$ cat src/rtl/instr_fetch_unit_pkg.sv
// Shared types and constants for the instruction fetch stage.
// Imported by instr_fetch_unit and anything that decodes its outputs.
package instr_fetch_unit_pkg;

  typedef enum logic [1:0] {
    IDLE  = 2'd0,
    WAIT  = 2'd1,
    HOLD  = 2'd2,
    FLUSH = 2'd3
  } fetchState_e;

  localparam int INSTR_BYTES = 4;
  localparam int OPCODE_MSB  = 31;
  localparam int OPCODE_LSB  = 21;

  // All-zero word: the decoder maps opcode 0 to its inert control set.
  localparam logic [31:0] NOP_INSTR = 32'h0000_0000;

endpackage

$ cat src/rtl/instr_fetch_unit.sv
// Fetch stage: owns the PC, issues one outstanding imem request at a time and
// presents a held instruction to the decoder; taken branches discard in-flight work.
module instr_fetch_unit
  import instr_fetch_unit_pkg::*;
#(
  parameter int                    ADDR_WIDTH  = 64,
  parameter int                    INSTR_WIDTH = 32,
  parameter logic [ADDR_WIDTH-1:0] RESET_PC    = {ADDR_WIDTH{1'b0}}
) (
  input  logic                   clk,
  input  logic                   rst,
  output logic                   imem_req,
  output logic [ADDR_WIDTH-1:0]  imem_addr,
  input  logic                   imem_ack,
  input  logic [INSTR_WIDTH-1:0] imem_rdata,
  input  logic                   branch_taken,
  input  logic [ADDR_WIDTH-1:0]  branch_target,
  input  logic                   stall,
  output logic                   instr_valid,
  output logic [INSTR_WIDTH-1:0] instr,
  output logic [10:0]            opCode,
  output logic [ADDR_WIDTH-1:0]  instr_pc
);

  fetchState_e            state_r;
  fetchState_e            stateNext_s;
  logic [ADDR_WIDTH-1:0]  pc_r;
  logic [ADDR_WIDTH-1:0]  pcNext_s;
  logic [ADDR_WIDTH-1:0]  pendTarget_r;
  logic [ADDR_WIDTH-1:0]  pendTargetNext_s;
  logic [INSTR_WIDTH-1:0] instr_r;
  logic [INSTR_WIDTH-1:0] instrNext_s;
  logic [ADDR_WIDTH-1:0]  instrPc_r;
  logic [ADDR_WIDTH-1:0]  instrPcNext_s;
  logic                   instrValid_r;
  logic                   instrValidNext_s;
  logic                   imemReq_r;
  logic                   imemReqNext_s;
  logic [ADDR_WIDTH-1:0]  alignedTarget_s;
  logic [ADDR_WIDTH-1:0]  pcPlus_s;

  assign alignedTarget_s = {branch_target[ADDR_WIDTH-1:2], 2'b00};
  assign pcPlus_s        = pc_r + ADDR_WIDTH'(INSTR_BYTES);

  // Next-state, PC and output-register update for the fetch FSM.
  always_comb begin
    stateNext_s      = state_r;
    pcNext_s         = pc_r;
    pendTargetNext_s = pendTarget_r;
    instrNext_s      = instr_r;
    instrPcNext_s    = instrPc_r;
    instrValidNext_s = instrValid_r;

    case (state_r)
      IDLE: begin
        stateNext_s = WAIT;
        if (branch_taken) begin
          pcNext_s = alignedTarget_s;
        end else begin
          pcNext_s = pc_r;
        end
      end

      WAIT: begin
        if (branch_taken) begin
          if (imem_ack) begin
            pcNext_s    = alignedTarget_s;
            stateNext_s = WAIT;
          end else begin
            // Request still in flight: keep imem_addr stable, redirect after ack.
            pendTargetNext_s = alignedTarget_s;
            stateNext_s      = FLUSH;
          end
        end else if (imem_ack) begin
          instrNext_s      = imem_rdata;
          instrPcNext_s    = pc_r;
          instrValidNext_s = 1'b1;
          pcNext_s         = pcPlus_s;
          stateNext_s      = HOLD;
        end else begin
          stateNext_s = WAIT;
        end
      end

      HOLD: begin
        if (branch_taken) begin
          pcNext_s         = alignedTarget_s;
          instrNext_s      = INSTR_WIDTH'(NOP_INSTR);
          instrValidNext_s = 1'b0;
          stateNext_s      = WAIT;
        end else if (!stall) begin
          instrNext_s      = INSTR_WIDTH'(NOP_INSTR);
          instrValidNext_s = 1'b0;
          stateNext_s      = WAIT;
        end else begin
          stateNext_s = HOLD;
        end
      end

      FLUSH: begin
        if (imem_ack) begin
          // A redirect arriving with the ack is newer than the pending one.
          if (branch_taken) begin
            pcNext_s = alignedTarget_s;
          end else begin
            pcNext_s = pendTarget_r;
          end
          stateNext_s = WAIT;
        end else begin
          if (branch_taken) begin
            pendTargetNext_s = alignedTarget_s;
          end else begin
            pendTargetNext_s = pendTarget_r;
          end
          stateNext_s = FLUSH;
        end
      end

      default: begin
        stateNext_s      = IDLE;
        pcNext_s         = RESET_PC;
        instrNext_s      = INSTR_WIDTH'(NOP_INSTR);
        instrValidNext_s = 1'b0;
      end
    endcase

    imemReqNext_s = (stateNext_s == WAIT) || (stateNext_s == FLUSH);
  end

  // State and output registers with synchronous reset.
  always_ff @(posedge clk) begin
    if (rst) begin
      state_r      <= IDLE;
      pc_r         <= RESET_PC;
      pendTarget_r <= {ADDR_WIDTH{1'b0}};
      instr_r      <= INSTR_WIDTH'(NOP_INSTR);
      instrPc_r    <= {ADDR_WIDTH{1'b0}};
      instrValid_r <= 1'b0;
      imemReq_r    <= 1'b0;
    end else begin
      state_r      <= stateNext_s;
      pc_r         <= pcNext_s;
      pendTarget_r <= pendTargetNext_s;
      instr_r      <= instrNext_s;
      instrPc_r    <= instrPcNext_s;
      instrValid_r <= instrValidNext_s;
      imemReq_r    <= imemReqNext_s;
    end
  end

  assign imem_req    = imemReq_r;
  assign imem_addr   = pc_r;
  assign instr_valid = instrValid_r;
  assign instr       = instr_r;
  assign instr_pc    = instrPc_r;
  assign opCode      = instr_r[OPCODE_MSB:OPCODE_LSB];

endmodule

$ cat config.mk
export PLATFORM = sky130hd
export DESIGN_NAME = instr_fetch_unit
export DESIGN_NICKNAME = d
export VERILOG_FILES = /design/src/rtl/instr_fetch_unit_pkg.sv /design/src/rtl/instr_fetch_unit.sv
export SDC_FILE = /design/constraint.sdc
export NUM_CORES = 1
export LEC_CHECK = 0
export ABC_AREA = 1
export CAP_MARGIN = 20
export CORE_MARGIN = 1.5
export CORE_UTILIZATION = 53
export CTS_BUF_LIST = sky130_fd_sc_hd__clkbuf_8
export CTS_CLUSTER_DIAMETER = 150
export DETAILED_ROUTE_END_ITERATION = 7
export GPL_TIMING_DRIVEN = 0
export PLACE_DENSITY = 0.84
export SYNTH_ARGS = -nofsm -noshare
export SYNTH_HDL_FRONTEND = slang
export SYNTH_SLANG_ARGS = --single-unit
$ cat constraint.sdc
create_clock -name clk -period 2 [get_ports clk]
set_clock_uncertainty 0.05 [all_clocks]
set_input_delay 0.4 -clock clk [delete_from_list [all_inputs] [get_ports clk]]
set_output_delay 0.4 -clock clk [all_outputs]
set_load 0.005 [all_outputs]
Word-level counts from Yosys, hierarchy flattened
Cells that the tools add are included.
Cells by class
  $add $sub $neg: 1
  multipliers: 0
  divide/modulo/power cells: 0
  magnitude comparators: 0
  equal/unequal tests: 13
  shifts and indexed selects: 0
  mux-type cells: 27
  bitwise gates (word level): 1
  reduce and logical (&&, ||, !) cells: 9
Operator list (count)
  $mux 64: 9
  $pmux 64 s3: 1
  $mux 32: 4
  $pmux 64 s2: 1
  $add 64x3->64 const B: 1
  $pmux 32 s2: 1
  $ne 2x2->1 const B: 6
  $mux 2: 5
  $pmux 2 s4: 1
  $reduce_and 4->1: 2
  $eq 2x2->1 const B: 3
  $reduce_and 3->1: 2
  $eq 2x1->1 const B: 2
  $mux 1: 4
  $reduce_bool 2->1: 2
  $ne 3x3->1 const B: 1
  $logic_not 2->1: 1
  $ne 2x1->1 const B: 1
  $pmux 1 s2: 1
  $reduce_or 2->1: 1
  $logic_or 1x1->1: 1
  $not 1->1: 1
Storage, ports and cells
  bits in registers: 228
  bits in latches: 0
  bits in writable memories: 0
  memory bits (read-only): 0
  word-level logic and storage cells: 58
  memories kept: 0

Depth between registers and ports, before layout
  word-level depth: 5
  gate-level depth with buffers: 14
  mapped depth without buffers: 14

Least setup slack after synthesis
OpenSTA, ideal clock, no wires.
  path kind: in2reg
  start point: in branch_taken
  end point: reg instrPc_r[58], in the netlist instr_pc[58]
  arrival time: 1.787 ns
  required time: 1.880 ns
  path slack: 0.093 ns
  stages: 8
  path buffers: 4
  cells stage by stage: inv_2 buf_2 buf_4 ha_1 clkbuf_1 clkbuf_1 nand3_1 a21oi_1
On the way
  word-level cells in the longest chain between the ends: 2
Ends and longest elaborated chain
  start, declared: line instr_fetch_unit.sv:16  | input logic branch_taken,
  $not 1->1 (no line)
  $reduce_and 3->1 (no line)
  end signal, assigned: line instr_fetch_unit.sv:137  | instrPc_r <= {ADDR_WIDTH{1'b0}};
  end signal, assigned: line instr_fetch_unit.sv:145  | instrPc_r <= instrPcNext_s;
  end, declared: line instr_fetch_unit.sv:33  | logic [ADDR_WIDTH-1:0] instrPc_r;
No other way between the ends.
A chain may end at the register's enable or synchronous reset.

==> flow_summary.ini <==
[run_status]
status = complete, but fails checks
violations = negative setup slack

[routing]
routed_wl_microns = 53960
routedWlPerCell_microns = 21.46
via_per_inst = 6.120
ant_nets = 0
drtIter0Drc = 2049
route.detailed.drc = 0
vias = 15390
first_pass_iters = 8

[synth]
synth_top_flop_cell = dfxtp_1
ys_top_cells_by_area = dfxtp_1 (37%), nand2_1 (18%), a21oi_1 (14%)
syn_area_per_cell_sq_um = 6.483
syn_nets = 1977
syn_area_sq_um = 12140
synthDistinctLibCells = 36
netlist.area_leader.share_pct = 37.42
synthCells = 1873
yosys_warnings = 0
ys_ff_latch = 227
synthArstFlopShare_pct = 0
synth_edf_count = 0
synth_top_area_cell = dfxtp_1
ys_seq_area_share_pct = 37.42

[place]
port_buffers = 270
place_inst = 2428
gpl.final_weighted_congestion = 1.021
pre_cts_ws_ps = -1241
dpl.hpwl_microns = 39810
placed_cell_area_sq_um = 15200

[finish]
stdcell_area_sq_um = 16670
drive_above_1_share_pct = 14.49
multiInputGateArea_sq_um = 7053
layout_common_cells = nand2_1 (568), a21oi_1 (344), clkdlybuf4s50_1 (263)
syn2layout_area_growth_pct = 37.31
nFillCells = 1804
final_cell_count_no_fill = 2514
final_common_cell = nand2_1
seq_area_sq_um = 4732
nets = 2306
antenna_cells = 0

[clock_network]
cts_made_buffers = 39
clockBufferDepth = 3
clock_sinks = 227
cts_tree = done
h-tree-depth = 2
path_clk_slew_ps = 60
root_buffer = clkbuf_8
holdBufCountCts = 0
worstSkewPairLatency_ps = 560

[critical_path]
path_class = flip-flop to flip-flop
ff2ff_path_depth = 6
crit_chain = buf_2, nand2_2, buf_2, clkbuf_2, a21oi_1, a21oi_1
max_stage_delay_ps = 380
crit_family = buffers and inverters
worstPathArrival_ps = 2380
crit_slowest_cell = dfxtp_1
start_kind = flip-flop
cp-startpoint = imem_req
worst_setup_path_end_kind = flip-flop
r2r_end = pendTarget_r[3]
crit_fanout = 10
r2r_start = imem_req
crit_required_ps = 2360
critPathBufInv = 3
reg2reg_slack_ps = -20

[timing]
worst_slew_pin_slew_ps = 968.3
hold_viol = 0
slew_viol_final = 0
fmax_ghz = 0.4952
fin_crit_sh_pct = 101.0
slew_headroom_pct = 35.44
setup_ws_ps = -19.39
rsz0062_at_grt = true
post-route-min-period_ps = 2019
setup_viol = 1
tns_ps = -19.39

[die]
rows = 55
start_util_pct = 53.80
die_h_microns = 154.4
dieArea_sq_um = 23830
dieWidth_microns = 154.4
design.core.area_sq_um = 22570
io_pins = 274

[global_routing]
grt_antenna_before_repair = 0
overflow = 0
grt_pass1_wl_microns = 79460
grt_max_degree = 12
grt_usage_pct = 43.39
grt_pass1_vias = 14070

[pwr]
ir_drop_uv = 716.1
leakage_nw = 6.156
power_w = 0.01165
power.density_nw_per_um2 = 698.7

[worst_hold_path]
hold_depth = 3
hold_path_class = primary input to flip-flop
hold_path_end = instr[3]
min_from = imem_rdata[3]

[flow_run]
max_cap_violations = 0
## layer usage
layer  part of all wire, %  GRT usage (%)  vias up
li1                      -              -     6945
met5                     0              0        -
met3                    14          12.02      230
met1                    38          55.76     7025
met4                   4.9          19.78        0
met2                    43          68.00     1186
## worst max-delay path by stage
stage                      end  cells after the start
2_1_floorplan     instr_pc[58]                      8
3_3_place_gp      instr_pc[43]                      9
3_5_place_dp      instr_pc[52]                      9
4_1_cts          imem_addr[28]                      1
5_1_grt          imem_addr[33]                      9
6_report       pendTarget_r[3]                      6
## through the flow
step           hold slack, ps  utilization [%]
2_1_floorplan           389.7                -
3_3_place_gp            397.4            67.35
3_5_place_dp            405.2            67.35
4_1_cts                 366.7            72.08
5_1_grt                 381.5            73.87
6_report                382.1            73.87
## cells in the mapped netlist, types with 2 or more instances
library cell	number
nand2_2	16
buf_2	23
a21oi_1	347
nand2_4	3
a211oi_1	44
a21oi_2	3
nand3_1	93
nor2_2	8
a31oi_1	6
xnor2_1	11
nor2_1	139
nand4_1	5
buf_1	9
a22oi_1	3
nor2_8	2
dfxtp_1	227
o21bai_1	7
clkbuf_1	90
inv_1	55
nor2_4	6
o221ai_1	2
xor2_1	10
nand2_1	577
a311oi_1	2
inv_2	3
a221oi_1	3
nand3b_1	3
buf_4	13
o21ai_0	145
ha_1	3
o21ai_1	10
## cells by family after synthesis
group / count (synthesis) / synth area share, %
and+or+nand+nor: 853 / 28.86
AOI/OAI and AO/OA: 575 / 25.26
DFF: 227 / 37.42
buffers and inverters: 194 / 6.636
xor gates and xnor gates: 21 / 1.515
adders and majority gates: 3 / 0.3092
## where the power goes
part | switching, W | total [W] | internal (W)
Clock | 0.00193 | 0.00409 | 0.00216
Sequential | 0.000474 | 0.00528 | 0.00481
Combinational | 0.00131 | 0.00228 | 0.000971
Total | 0.00372 | 0.0117 | 0.00793
## what timing repair did
item / CTS / global route
gates cloned: 0 / 0
setup endpoints to repair: 286 / 241
endpoints found under the hold margin: 0 / 0
resized for setup: 148 / 143
pin swaps: 6 / 14
buffers inserted: 8 / 10
## flip-flops by register name, summed over array words and instances (netlist names)
| register | flops |
|---|---|
| pendTarget_r | 64 |
| instr_valid | 1 |
| imem_req | 1 |
| imem_addr | 64 |
| state_r | 1 |
| instr_pc | 64 |
| instr | 32 |
## worst min-delay path: cells and delay by family
family	cells	cell delay, ps
AND/OR/NAND/NOR	1	60
buffers and inverters	1	390
AO/OA/AOI/OAI	1	60
## final cells by class
cell class / instances / share of cell area (%)
buffer: 135 / 4.292
clock buffer: 48 / 3.962
clock inverter: 20 / 0.5253
inverter: 59 / 1.343
multi-input combinational: 1452 / 42.30
sequential: 227 / 28.38
tap: 285 / 2.139
timing repair buffer: 288 / 17.06
No activity file was read; power rests on OpenSTA's default activity.
